[config.mk]
export PLATFORM = sky130hd
export DESIGN_NAME = axi_apb_bridge_mc
export DESIGN_NICKNAME = d
export VERILOG_FILES = /design/src/rtl/axi_apb_bridge_mc.sv
export SDC_FILE = /design/constraint.sdc
export NUM_CORES = 1
export LEC_CHECK = 0
export ABC_AREA = 1
export BUFFER_PORTS_ARGS = -buffer_cell sky130_fd_sc_hd__buf_4
export CAP_MARGIN = 20
export CORE_AREA = 3 3 137 139
export CTS_CLUSTER_SIZE = 16
export DETAILED_ROUTE_END_ITERATION = 12
export DIE_AREA = 0 0 140 142
export PLACE_DENSITY = 0.65
export SETUP_SLACK_MARGIN = 0.4
export SYNTH_ARGS = -nofsm -noshare
export SYNTH_HDL_FRONTEND = slang
export SYNTH_SLANG_ARGS = --single-unit
[constraint.sdc]
create_clock -name aclk -period 1.7 [get_ports aclk]
set_input_delay 0.085 -clock aclk [delete_from_list [all_inputs] [get_ports aclk]]
set_output_delay 0.085 -clock aclk [all_outputs]
set_load 0.05 [all_outputs]
[src/rtl/axi_apb_bridge_mc.sv]
// AXI4-Lite slave to multi-slave APB master bridge with write/read alternation and DECERR decode.
// Optional PREADY watchdog is compiled in with `define APB_TIMEOUT_EN.
module axi_apb_bridge_mc #(
  parameter int ADDR_WIDTH     = 32,
  parameter int DATA_WIDTH     = 32,
  parameter int NUM_SLAVES     = 4,
  parameter int SEL_LSB        = 12,
  parameter int TIMEOUT_CYCLES = 16
) (
  input  logic                             aclk,
  input  logic                             areset,
  input  logic [ADDR_WIDTH-1:0]            awaddr,
  input  logic                             awvalid,
  output logic                             awready,
  input  logic [DATA_WIDTH-1:0]            wdata,
  input  logic [DATA_WIDTH/8-1:0]          wstrb,
  input  logic                             wvalid,
  output logic                             wready,
  output logic [1:0]                       bresp,
  output logic                             bvalid,
  input  logic                             bready,
  input  logic [ADDR_WIDTH-1:0]            araddr,
  input  logic                             arvalid,
  output logic                             arready,
  output logic [DATA_WIDTH-1:0]            rdata,
  output logic [1:0]                       rresp,
  output logic                             rvalid,
  input  logic                             rready,
  output logic [NUM_SLAVES-1:0]            psel,
  output logic                             penable,
  output logic                             pwrite,
  output logic [ADDR_WIDTH-1:0]            paddr,
  output logic [DATA_WIDTH-1:0]            pwdata,
  output logic [DATA_WIDTH/8-1:0]          pstrb,
  input  logic [NUM_SLAVES*DATA_WIDTH-1:0] prdata,
  input  logic [NUM_SLAVES-1:0]            pready,
  input  logic [NUM_SLAVES-1:0]            pslverr
);

  localparam int SW     = (NUM_SLAVES > 1) ? $clog2(NUM_SLAVES) : 1;
  localparam int STRB_W = DATA_WIDTH / 8;

  localparam logic [1:0] RESP_OKAY   = 2'b00;
  localparam logic [1:0] RESP_SLVERR = 2'b10;
  localparam logic [1:0] RESP_DECERR = 2'b11;

  typedef enum logic [1:0] {
    S_IDLE   = 2'd0,
    S_SETUP  = 2'd1,
    S_ACCESS = 2'd2,
    S_RESP   = 2'd3
  } state_t;

  state_t                  r_state;
  state_t                  w_state_nxt;

  logic                    r_prio_wr;
  logic [NUM_SLAVES-1:0]   r_psel;
  logic                    r_penable;
  logic                    r_pwrite;
  logic [ADDR_WIDTH-1:0]   r_paddr;
  logic [DATA_WIDTH-1:0]   r_pwdata;
  logic [STRB_W-1:0]       r_pstrb;
  logic                    r_bvalid;
  logic                    r_rvalid;
  logic [1:0]              r_bresp;
  logic [1:0]              r_rresp;
  logic [DATA_WIDTH-1:0]   r_rdata;

  logic                    w_in_idle;
  logic                    w_accept_wr;
  logic                    w_accept_rd;
  logic                    w_accept;
  logic [ADDR_WIDTH-1:0]   w_acc_addr;
  logic [SW-1:0]           w_acc_idx;
  logic                    w_acc_hit;
  logic [NUM_SLAVES-1:0]   w_acc_onehot;
  logic                    w_sel_pready;
  logic                    w_sel_pslverr;
  logic [DATA_WIDTH-1:0]   w_sel_prdata;
  logic [1:0]              w_rsp_code;
  logic                    w_timeout;
  logic                    w_done;

  // Ready is only offered from IDLE; the priority flag breaks a write/read tie.
  assign w_in_idle   = (r_state == S_IDLE) && !areset;
  assign w_accept_wr = w_in_idle && awvalid && wvalid && (r_prio_wr || !arvalid);
  assign w_accept_rd = w_in_idle && arvalid && !w_accept_wr;
  assign w_accept    = w_accept_wr || w_accept_rd;
  assign w_acc_addr  = w_accept_wr ? awaddr : araddr;
  assign w_acc_idx   = w_acc_addr[SEL_LSB +: SW];
  assign w_acc_hit   = ({1'b0, w_acc_idx} < (SW+1)'(NUM_SLAVES));

  // Decode of the accepted index and the selected slave's return signals.
  always_comb begin
    w_acc_onehot  = {NUM_SLAVES{1'b0}};
    w_sel_pready  = 1'b0;
    w_sel_pslverr = 1'b0;
    w_sel_prdata  = {DATA_WIDTH{1'b0}};
    for (int i = 0; i < NUM_SLAVES; i++) begin
      w_acc_onehot[i] = (w_acc_idx == SW'(i));
      w_sel_pready    = w_sel_pready  | (r_psel[i] & pready[i]);
      w_sel_pslverr   = w_sel_pslverr | (r_psel[i] & pslverr[i]);
      w_sel_prdata    = w_sel_prdata  |
                        ({DATA_WIDTH{r_psel[i]}} & prdata[i*DATA_WIDTH +: DATA_WIDTH]);
    end
  end

`ifdef APB_TIMEOUT_EN
  localparam int TW = $clog2(TIMEOUT_CYCLES + 1);
  logic [TW-1:0] r_tmo_cnt;

  // Counts ACCESS cycles spent without pready from the selected slave.
  always_ff @(posedge aclk) begin
    if (areset) begin
      r_tmo_cnt <= {TW{1'b0}};
    end else if (r_state == S_SETUP) begin
      r_tmo_cnt <= {TW{1'b0}};
    end else if ((r_state == S_ACCESS) && !w_sel_pready) begin
      r_tmo_cnt <= r_tmo_cnt + TW'(1);
    end else begin
      r_tmo_cnt <= r_tmo_cnt;
    end
  end

  // A pready in the final allowed cycle wins over the abort.
  assign w_timeout = (r_state == S_ACCESS) && !w_sel_pready &&
                     (r_tmo_cnt == TW'(TIMEOUT_CYCLES - 1));
`else
  logic w_unused_tmo;
  assign w_unused_tmo = TIMEOUT_CYCLES[0];
  assign w_timeout    = 1'b0;
`endif

  assign w_done = w_sel_pready || w_timeout;

  // Completion response; an abort reports SLVERR.
  always_comb begin
    if (w_sel_pready) begin
      w_rsp_code = w_sel_pslverr ? RESP_SLVERR : RESP_OKAY;
    end else begin
      w_rsp_code = RESP_SLVERR;
    end
  end

  // Next-state logic.
  always_comb begin
    w_state_nxt = r_state;
    case (r_state)
      S_IDLE: begin
        if (w_accept) begin
          w_state_nxt = w_acc_hit ? S_SETUP : S_RESP;
        end else begin
          w_state_nxt = S_IDLE;
        end
      end
      S_SETUP:  w_state_nxt = S_ACCESS;
      S_ACCESS: begin
        if (w_done) begin
          w_state_nxt = S_RESP;
        end else begin
          w_state_nxt = S_ACCESS;
        end
      end
      S_RESP: begin
        if ((r_bvalid && bready) || (r_rvalid && rready)) begin
          w_state_nxt = S_IDLE;
        end else begin
          w_state_nxt = S_RESP;
        end
      end
      default: w_state_nxt = S_IDLE;
    endcase
  end

  // State register.
  always_ff @(posedge aclk) begin
    if (areset) begin
      r_state <= S_IDLE;
    end else begin
      r_state <= w_state_nxt;
    end
  end

  // Registered APB and AXI response outputs.
  always_ff @(posedge aclk) begin
    if (areset) begin
      r_prio_wr <= 1'b1;
      r_psel    <= {NUM_SLAVES{1'b0}};
      r_penable <= 1'b0;
      r_pwrite  <= 1'b0;
      r_paddr   <= {ADDR_WIDTH{1'b0}};
      r_pwdata  <= {DATA_WIDTH{1'b0}};
      r_pstrb   <= {STRB_W{1'b0}};
      r_bvalid  <= 1'b0;
      r_rvalid  <= 1'b0;
      r_bresp   <= 2'b00;
      r_rresp   <= 2'b00;
      r_rdata   <= {DATA_WIDTH{1'b0}};
    end else begin
      case (r_state)
        S_IDLE: begin
          if (w_accept) begin
            r_prio_wr <= !w_accept_wr;
            r_pwrite  <= w_accept_wr;
            r_paddr   <= w_acc_addr;
            r_pwdata  <= w_accept_wr ? wdata : {DATA_WIDTH{1'b0}};
            r_pstrb   <= w_accept_wr ? wstrb : {STRB_W{1'b0}};
            if (w_acc_hit) begin
              r_psel <= w_acc_onehot;
            end else if (w_accept_wr) begin
              r_bvalid <= 1'b1;
              r_bresp  <= RESP_DECERR;
            end else begin
              r_rvalid <= 1'b1;
              r_rresp  <= RESP_DECERR;
              r_rdata  <= {DATA_WIDTH{1'b0}};
            end
          end
        end
        S_SETUP: r_penable <= 1'b1;
        S_ACCESS: begin
          if (w_done) begin
            r_psel    <= {NUM_SLAVES{1'b0}};
            r_penable <= 1'b0;
            if (r_pwrite) begin
              r_bvalid <= 1'b1;
              r_bresp  <= w_rsp_code;
            end else begin
              r_rvalid <= 1'b1;
              r_rresp  <= w_rsp_code;
              r_rdata  <= (w_rsp_code == RESP_OKAY) ? w_sel_prdata : {DATA_WIDTH{1'b0}};
            end
          end
        end
        S_RESP: begin
          if (r_bvalid && bready) begin
            r_bvalid <= 1'b0;
          end
          if (r_rvalid && rready) begin
            r_rvalid <= 1'b0;
          end
        end
        default: r_penable <= 1'b0;
      endcase
    end
  end

  assign awready = w_accept_wr;
  assign wready  = w_accept_wr;
  assign arready = w_accept_rd;
  assign bvalid  = r_bvalid;
  assign bresp   = r_bresp;
  assign rvalid  = r_rvalid;
  assign rresp   = r_rresp;
  assign rdata   = r_rdata;
  assign psel    = r_psel;
  assign penable = r_penable;
  assign pwrite  = r_pwrite;
  assign paddr   = r_paddr;
  assign pwdata  = r_pwdata;
  assign pstrb   = r_pstrb;

endmodule

# == Yosys cells after proc, flatten, opt, wreduce, memory -nomap -nowiden ==
# Index checks and enable logic that the tools add are counted.
# word_totals
romBits,0
memories,0
elab_cells,97
inputBits,243
output_inout_bits,115
ramBits,0
register_bits,115
latch_bits,0
# classes
bitwise,22
n_mux,23
mul,0
reduce_logical,27
n_addsub,0
n_shift,0
div,0
n_eq_ne,12
order_cmp,0
# op_table
op,count
bitwise AND 32 bit,4
2-to-1 mux 32 bit,3
OR 32 bit,3
2-to-1 mux 4 bit,3
"!= test 2 bit, second input constant",6
2-to-1 mux 1 bit,9
AND reduction 3 bit,3
bitwise AND 1 bit,8
"== test 2 bit, second input constant",4
logical AND 1 bit,8
case mux 2 bit (4 select lines),1
case mux 4 bit (2 select lines),1
AND reduction 4 bit,2
logical NOT 2 bit,3
2-to-1 mux 2 bit,3
OR 1 bit,6
case mux 1 bit (2 select lines),3
nonzero test 2 bit,3
"== test 2 x 1 -> 1 bit, second input constant",2
AND reduction 2 bit,2
logical NOT 1 bit,3
logical OR 1 bit,3
inverter 1 bit,1

# == Logic depth before layout (Yosys ltp) ==
# Gate-level depths: netlist of run 1.
# logic_depth
depth_word,10
ltp_mapped,11
depth_no_buf,9

# == Least setup slack after synthesis of run 1 ==
# OpenSTA, ideal clock, no wires.
# synth_path
path_kind,reg2reg
from,register r_psel[2] (netlist: psel[2])
to,register r_rdata[10] (netlist: rdata[10])
required_time_ns,1.582
path_slack_ns,-0.092
arrival_time_ns,1.675
path_buffers,2
path_stages_with_launch,12
path_cell_list,dfxtp_1 buf_2 nand2_1 nand2_1 inv_2 nand2_2 nand2_4 inv_2 nand2_4 buf_2 nor2_1 nor2_1
# synth_between
elab_chain_cells,7
elab_cells_between_ends,14
cone_classes,3 x mux; 9 x bitwise; 2 x reduce/logical
# synth_lines
element,line,source
start: declaration,58,logic [NUM_SLAVES-1:0] r_psel;
start signal: assignment,189,r_psel <= {NUM_SLAVES{1'b0}};
start signal: assignment,210,r_psel <= w_acc_onehot;
start signal: assignment,224,r_psel <= {NUM_SLAVES{1'b0}};
bitwise AND 1 bit,103,w_sel_pslverr = w_sel_pslverr | (r_psel[i] & pslverr[i]);
OR 1 bit (2 in a row),103,
2-to-1 mux 2 bit,140,w_rsp_code = w_sel_pslverr ? RESP_SLVERR : RESP_OKAY;
2-to-1 mux 2 bit,139,if (w_sel_pready) begin
logical NOT 2 bit,232,r_rdata <= (w_rsp_code == RESP_OKAY) ? w_sel_prdata : {DATA_WIDTH{1'b0}};
2-to-1 mux 32 bit,232,
end signal: assignment,199,r_rdata <= {DATA_WIDTH{1'b0}};
end signal: assignment,217,r_rdata <= {DATA_WIDTH{1'b0}};
end signal: assignment,232,
end: declaration,68,logic [DATA_WIDTH-1:0] r_rdata;
# Several ways; a longest one is shown, not always the timed one.
# A chain may end at the register's enable or synchronous reset.

# == Worst setup path in the final report of run 1 ==
# layout_path
from,register r_state[0]
to,register r_pwdata[14] (netlist: pwdata[14])
# layout_between
elab_chain_cells,9
elab_cells_between_ends,11
cone_classes,1 x mux; 10 x reduce/logical
# layout_lines
element,line,source
start: declaration,54,state_t r_state;
start signal: assignment,181,r_state <= w_state_nxt;
logical NOT 2 bit *,"86, 201",
logical AND 1 bit,86,assign w_in_idle = (r_state == S_IDLE) && !areset;
logical AND 1 bit (3 in a row),87,assign w_accept_wr = w_in_idle && awvalid && wvalid && (r_prio_wr || !arvalid);
logical NOT 1 bit,88,assign w_accept_rd = w_in_idle && arvalid && !w_accept_wr;
logical AND 1 bit,88,
logical OR 1 bit,89,assign w_accept = w_accept_wr || w_accept_rd;
AND reduction 2 bit (no line),n/a,
end signal: assignment,193,r_pwdata <= {DATA_WIDTH{1'b0}};
end signal: assignment,207,r_pwdata <= w_accept_wr ? wdata : {DATA_WIDTH{1'b0}};
end: declaration,62,logic [DATA_WIDTH-1:0] r_pwdata;
# Every way passes the cells marked *; elsewhere a longest branch is shown, timed or not.

==> impl_results.md, run 1 <==
- Final Cell Area: between 0.01 and 0.015 sq mm
- Reg clk slew, reported paths: about 0.06 ns
- R2r setup slk: 0.17 ns
- Post-DP HPWL: 15400 um
- Port Buf Inserts: 355
- Initial antenna violation count: 0
- Final Core Density: 0.6753
- Area Overhead vs Synth: 115.3%
- Grt total ovfl: 0
- # setup viols final: 0
- Post-synth top flop: dfxtp_1
- Core box area: around 0.018 sq mm
- Status: finished clean
- Shortest clock period the worst path allows after layout: 1.534 ns
- Worst-margin pin slew: 0.7727 ns
- Routability congestion estimate from global placement: 0.8236
- CTS tree: yes
- Routed Antenna Nets: 0
- Final period util: 0.9022
- GRT Total Usage: 0.2527
- Worst setup path endpoint: pwdata[14]$_SDFFE_PP0P_
- Layout net count: 1557
- Distinct cell type count after synthesis: 28
- Largest family of logic cells by synthesized area: simple AND/OR/NAND/NOR gates
- Clock skew: 0.007240 ns
- Worst reg2reg endpoint: pwdata[14]$_SDFFE_PP0P_
- Register area: 0.002286 sq mm
- Largest net degree at the start of global routing: 58
- Starting density of the core: 0.3136
- Top fanout value on the critical path: 7
- Share of cells above drive strength 1: 0.5026
- EDFF count, synth: 0
- Commonest non-fill, non-tap cells in the layout: buf_4 (375), nand2_1 (217), dfxtp_1 (106), dlygate4sd3_1 (83), inv_1 (49)
- Max Root-Sink Buffers: 2
- Syn Area/Cell: 6.799 sq um
- Kind of critical path: register to register
- Final hold viol count: 0
- Clock latency on the worst-skew pair: 0.42 ns
- Warnings from Yosys: 0
- Fmax: 0.6520 GHz
- Pleak: ~0.0056 uW
- Post-DP Area: 0.008479 sq mm
- Top Ports: 358
- Most common cell after layout, fill and taps aside: buf_4
- # Max-Cap Violations: 0
- Vias in the first global route: 7620
- Worst Hold Class: input port to register
- Adder-cell area share of the yosys netlist: 0
- Initial DRC Count: 338
- First-pass GRT wire length: approximately 40000 um
- Sequential fraction of the synthesis area: 0.4057
- H-tree Lvls: 4
- First drt pass iteration count: 5
- Vias: 7635
- Ant. Diodes: 0
- # fillers: 1398
- Die width: 140 um
- Avg WL per Cell: 17.43 um
- #FFs+latches synth: 113
- Max IR drop VDD: 0.6837 mV
- Post-Synth Simple-Gate Area: 0.3285
- Worst path required time: 1.97 ns
- TNS Setup: 0 ns
- Vias per cell: 4.907
- DIE HEIGHT: 142 um
- Drc violations: 0
- Post-synthesis cell count: 820
- WP data arrival: 1.80 ns
- Final WL: 27130 um
- Worst Setup End Kind: register
- Worst reg2reg startpoint: r_state[0]$_SDFF_PP0_
- Worst hold margin: 0.01881 ns
- CP startpoint: r_state[0]$_SDFF_PP0_
- CP Launch Type: register
- CTS sink count: 113
- Post-Synthesis Cell Area: 0.005575 sq mm
- Relative slew margins: 0.4848
- FP Rows: 49
- Root Driver: clkbuf_16
- Multiplexer share of the synthesized area: 0
- FFs w/ async S/R, synth: 0
- RSZ-0062 raised after global routing: yes
- CTS Buf Count: 17
- Area of the multi-input gates: 0.003670 sq mm
- Xor/xnor share of the synthesized area: 0
- Final Max Tran Viols: 0
- Die Footprint: 0.01988 sq mm
- Compound-Gate Fraction of Synth Area: 0.1685
- Power Dens Cells: 841.4 mW/mm^2
- Worst r2r path cells: 9
-- sequential cells by signal, summed over array words and instances, names as in the netlist, 2 cells and up --
| signal | cells |
|---|---|
| r_state | 2 |
| pwdata | 32 |
| pstrb | 4 |
| paddr | 32 |
| psel | 4 |
| rdata | 32 |
-- metrics by stage --
step / cells / worst slack (ns) / total power, uW
detailed placement: 1365 / 0.1662 / 5461
global placement: 1365 / 0.2150 / 5456
global route: 1556 / 0.09631 / 10530
finish: 1556 / 0.1663 / 10100
floorplan: 821 / 0.3068 / 4498
CTS: 1546 / 0.1662 / 9792
-- cells by family (layout without fill, tap and decap cells) --
logic type	count (synthesis)	count (layout)
other cells	1	2
flops	113	113
compound gates	151	151
simple gates	438	443
buf+inv	117	618
-- worst min-delay path by stage --
stage               startpoint                      to  slack [ns]  cells after the start
floorplan             wstrb[0]   pstrb[0]$_SDFFE_PP0P_        0.23                      2
global placement      wdata[7]  pwdata[7]$_SDFFE_PP0P_        0.35                      3
detailed placement    wdata[3]  pwdata[3]$_SDFFE_PP0P_        0.36                      3
CTS                 araddr[19]  paddr[19]$_SDFFE_PP0P_       0.002                      3
global route        araddr[19]  paddr[19]$_SDFFE_PP0P_        0.02                      3
finish              araddr[19]  paddr[19]$_SDFFE_PP0P_        0.02                      3
-- cell usage after synthesis (2+ instances only) --
cell type / n / share of area
a21oi_1: 73 / 0.066
a22o_1: 38 / 0.060
a31oi_1: 2 / 0.0022
buf_1: 2 / 0.0013
buf_2: 21 / 0.019
buf_4: 11 / 0.015
buf_6: 4 / 0.0081
clkbuf_1: 21 / 0.014
dfxtp_1: 113 / 0.41
inv_1: 52 / 0.035
inv_2: 5 / 0.0034
nand2_1: 289 / 0.19
nand2_2: 3 / 0.0034
nand2_4: 3 / 0.0061
nand3_1: 36 / 0.032
nand3b_1: 6 / 0.0081
nand4_1: 15 / 0.017
nor2_1: 80 / 0.054
nor2_2: 2 / 0.0022
nor2_4: 2 / 0.0040
nor2_8: 2 / 0.0072
o211ai_1: 13 / 0.018
o21ai_0: 21 / 0.019
o21ai_1: 2 / 0.0018
-- worst max-delay path: stages, from the launching register on --
cell     delay (ns)
dfxtp_4        0.36
nor2_4         0.12
nand2_4        0.09
nor2_8         0.17
buf_6          0.16
nor2_8         0.07
buf_12         0.14
buf_16         0.14
nand2_2        0.08
a21oi_2        0.06
-- layer usage --
layer | up-vias | routed length (um) | GRT usage
met1 | 3599 | 9875 | 0.2727
met4 | 0 | 753 | 0.1020
met5 | - | 0 | 0
met2 | 318 | 14510 | 0.4695
met3 | 54 | 1984 | 0.06754
li1 | 3664 | - | -
-- area by class of cell --
class                      instances  area share
tap                              229     0.02386
sequential                       113      0.1904
timing repair buffer             528      0.4136
clock inverter                    14    0.008858
inverter                          58     0.02105
clock buffer                      18     0.03658
multi-input combinational        596      0.3056
-- repair_timing --
action	4_1_cts	5_1_grt
pin swaps	36	38
endpoints found under the hold margin	65	0
hold buffers	83	0
setup buffers	44	4
endpoints found under the setup margin	108	115
resized for setup	156	166
gates cloned	22	6
-- where the power goes --
group	switching, uW	internal (uW)
clock	1390	1920
combinational	2070	1790
sequential	119	2810
Note: power is estimated with default switching activity, not from simulation.
==> run 2: changes to the inputs <==
CELL_PAD_IN_SITES_DETAIL_PLACEMENT = 1   (was not set)
CELL_PAD_IN_SITES_GLOBAL_PLACEMENT = 1   (was not set)
CORE_AREA = 3 3 153 140   (was 3 3 137 139)
DIE_AREA = 0 0 156 143   (was 0 0 140 142)
PLACE_DENSITY = 0.83   (was 0.65)
==> run 2 against run 1 <==
Compared with the run above: highest routed layer unchanged; fmax down 4.9%; total power up 2.8%; largest power group is now clock; sequential share of layout area up 0.76 points; design area down 3.8%; flip-flop and latch count unchanged; global-route usage down 0.71 points; cell count up 0.64%; routed wire length up 22%; clock skew up 0.0035 ns; critical path type unchanged; non-clock buffer count down 14; sequential power about the same; worst setup slack worse by 0.080 ns.
==> impl_results.md, run 2 (same netlist as run 1, synthesis figures left out) <==
- First-pass GRT wire length: 42930 um
- Max Root-Sink Buffers: 2
- Worst reg2reg endpoint: paddr[21]$_SDFFE_PP0P_
- Initial DRC Count: 341
- WP data arrival: approximately 1.9 ns
- Routed Antenna Nets: 0
- Grt total ovfl: 0
- FP Rows: between 40 and 50
- Kind of critical path: register to register
- GRT Total Usage: 0.2456
- Port Buf Inserts: 355
- Commonest non-fill, non-tap cells in the layout: buf_4 (375), nand2_1 (242), dfxtp_1 (106), dlygate4sd3_1 (83), nor2_1 (78)
- Power Dens Cells: between 800 and 900 mW/mm^2
- Reg clk slew, reported paths: 0.06 ns
- Worst Setup End Kind: register
- CP Launch Type: register
- CP startpoint: r_state[0]$_SDFF_PP0_
- Area of the multi-input gates: 0.003321 sq mm
- H-tree Lvls: 4
- RSZ-0062 raised after global routing: yes
- CTS Buf Count: 17
- WP buf/inv: 3
- Critical path, cell by cell: nor2_4 -> nand2_4 -> nor2_8 -> buf_6 -> buf_16 -> buf_4 -> nand2_1 -> o211ai_1 -> a21oi_1
- Worst r2r path cells: 9
- Final hold viol count: 0
- Total power: 10390 uW
- Hold EP: paddr[19]$_SDFFE_PP0P_
- TNS Setup: 0 ns
- Worst Hold Class: input port to register
- Final WL: 32970 um
- Area Overhead vs Synth: 107.1%
- Starting density of the core: 0.2798
- Die width: about 160 um
- R2r setup slk: 0.09 ns
- Vias: around 7800
- Vias in the first global route: about 8100
- CTS sink count: 113
- Root Driver: clkbuf_16
- Shortest clock period the worst path allows after layout: 1.614 ns
- Max IR drop VDD: 0.5825 mV
- Drc violations: 0
- Delay-heaviest family, CP: buffers and inverters
- Worst-margin pin slew: 0.8125 ns
- Ant. Diodes: 0
- Pleak: around 0.0055 uW
- Post-DP HPWL: 17160 um
- Largest net degree at the start of global routing: 58
- # fillers: 2347
- Worst Hold Path Cells: 5
- # setup viols final: 0
- Slowest CP cell: dfxtp_4
- Initial antenna violation count: 0
- Final period util: 0.9491
- Clock skew: 0.01073 ns
- Status: finished clean
- Core box area: between 0.015 and 0.02 sq mm
- Top fanout value on the critical path: 8
- DIE HEIGHT: between 100 and 150 um
- CTS tree: yes
- Layout net count: approximately 1500
- First drt pass iteration count: 4
- Clock latency on the worst-skew pair: 0.42 ns
- Die Footprint: 0.02231 sq mm
- # Max-Cap Violations: 0
- Avg WL per Cell: ~21 um
- Critical Path Max Stage Delay: between 0.3 and 0.4 ns
- Relative slew margins: 0.4584
- Share of cells above drive strength 1: 0.4477
- Register area: 0.002286 sq mm
- Hold path start: awaddr[19]
- Worst reg2reg startpoint: r_state[0]$_SDFF_PP0_
- Fmax: around 0.62 GHz
- Vias per cell: 4.963
- Top Ports: 358
- Most common cell after layout, fill and taps aside: buf_4
- Routability congestion estimate from global placement: 0.7839
- Worst path required time: between 1.5 and 2 ns
- Final Max Tran Viols: 0
==> run 2: through the flow <==
step,util,instance area (sq um),hold WS [ns],instances,setup WS (ns)
after detailed placement,0.4247,8462,0.3579,1386,0.1197
after global placement,0.4247,8462,0.3516,1386,0.1826
final,0.5795,11550,0.05560,1566,0.08646
after floorplan,-,5707,0.2324,821,0.3068
after global routing,0.5795,11550,0.07982,1566,0.04038
after CTS,0.5300,10560,0.01933,1535,0.1680
==> run 2: cell type report <==
cell class,count,share of cell area
multi-input combinational,594,0.2876
timing repair buffer,514,0.4096
clock buffer,17,0.03684
sequential,113,0.1980
clock inverter,15,0.01788
inverter,58,0.02254
tap,255,0.02763
==> run 2: worst max-delay path by stage <==
stage / to / slack, ns / cells after the start
after floorplan: rdata[10]$_SDFFE_PP0P_ / 0.31 / 10
after global placement: rdata[13]$_SDFFE_PP0P_ / 0.18 / 9
after detailed placement: rdata[31]$_SDFFE_PP0P_ / 0.12 / 9
after CTS: awready / 0.17 / 5
after global routing: paddr[16]$_SDFFE_PP0P_ / 0.04 / 11
final: paddr[21]$_SDFFE_PP0P_ / 0.09 / 9
==> run 2: power by group <==
group | switching, uW | internal, uW | total, uW
Combinational | 1940 | 1590 | 3540
Clock | 1430 | 2470 | 3900
Sequential | 143 | 2810 | 2950
==> run 2: metal layers <==
metal / GRT usage / wire length [um]
met4: 0.09061 / 972
met3: 0.06455 / 1920
met2: 0.4369 / 16590
met5: 0 / 0
met1: 0.2836 / 13490
==> run 2: worst min-delay path: cells and delay by family <==
family | cells | cell delay, ns
and+or+nand+nor | 1 | 0.05
buffers and inverters | 2 | 0.15
AOI/OAI and AO/OA | 2 | 0.14
==> run 2: timing repair <==
action                                  in CTS  in global routing
endpoints found under the setup margin     111                117
pin swaps                                   19                 21
hold buffers                                83                  0
gates resized for setup                     60                148
gates cloned                                 9                 16
hold endpoints to repair                    65                  0
setup buffers                               25                 15
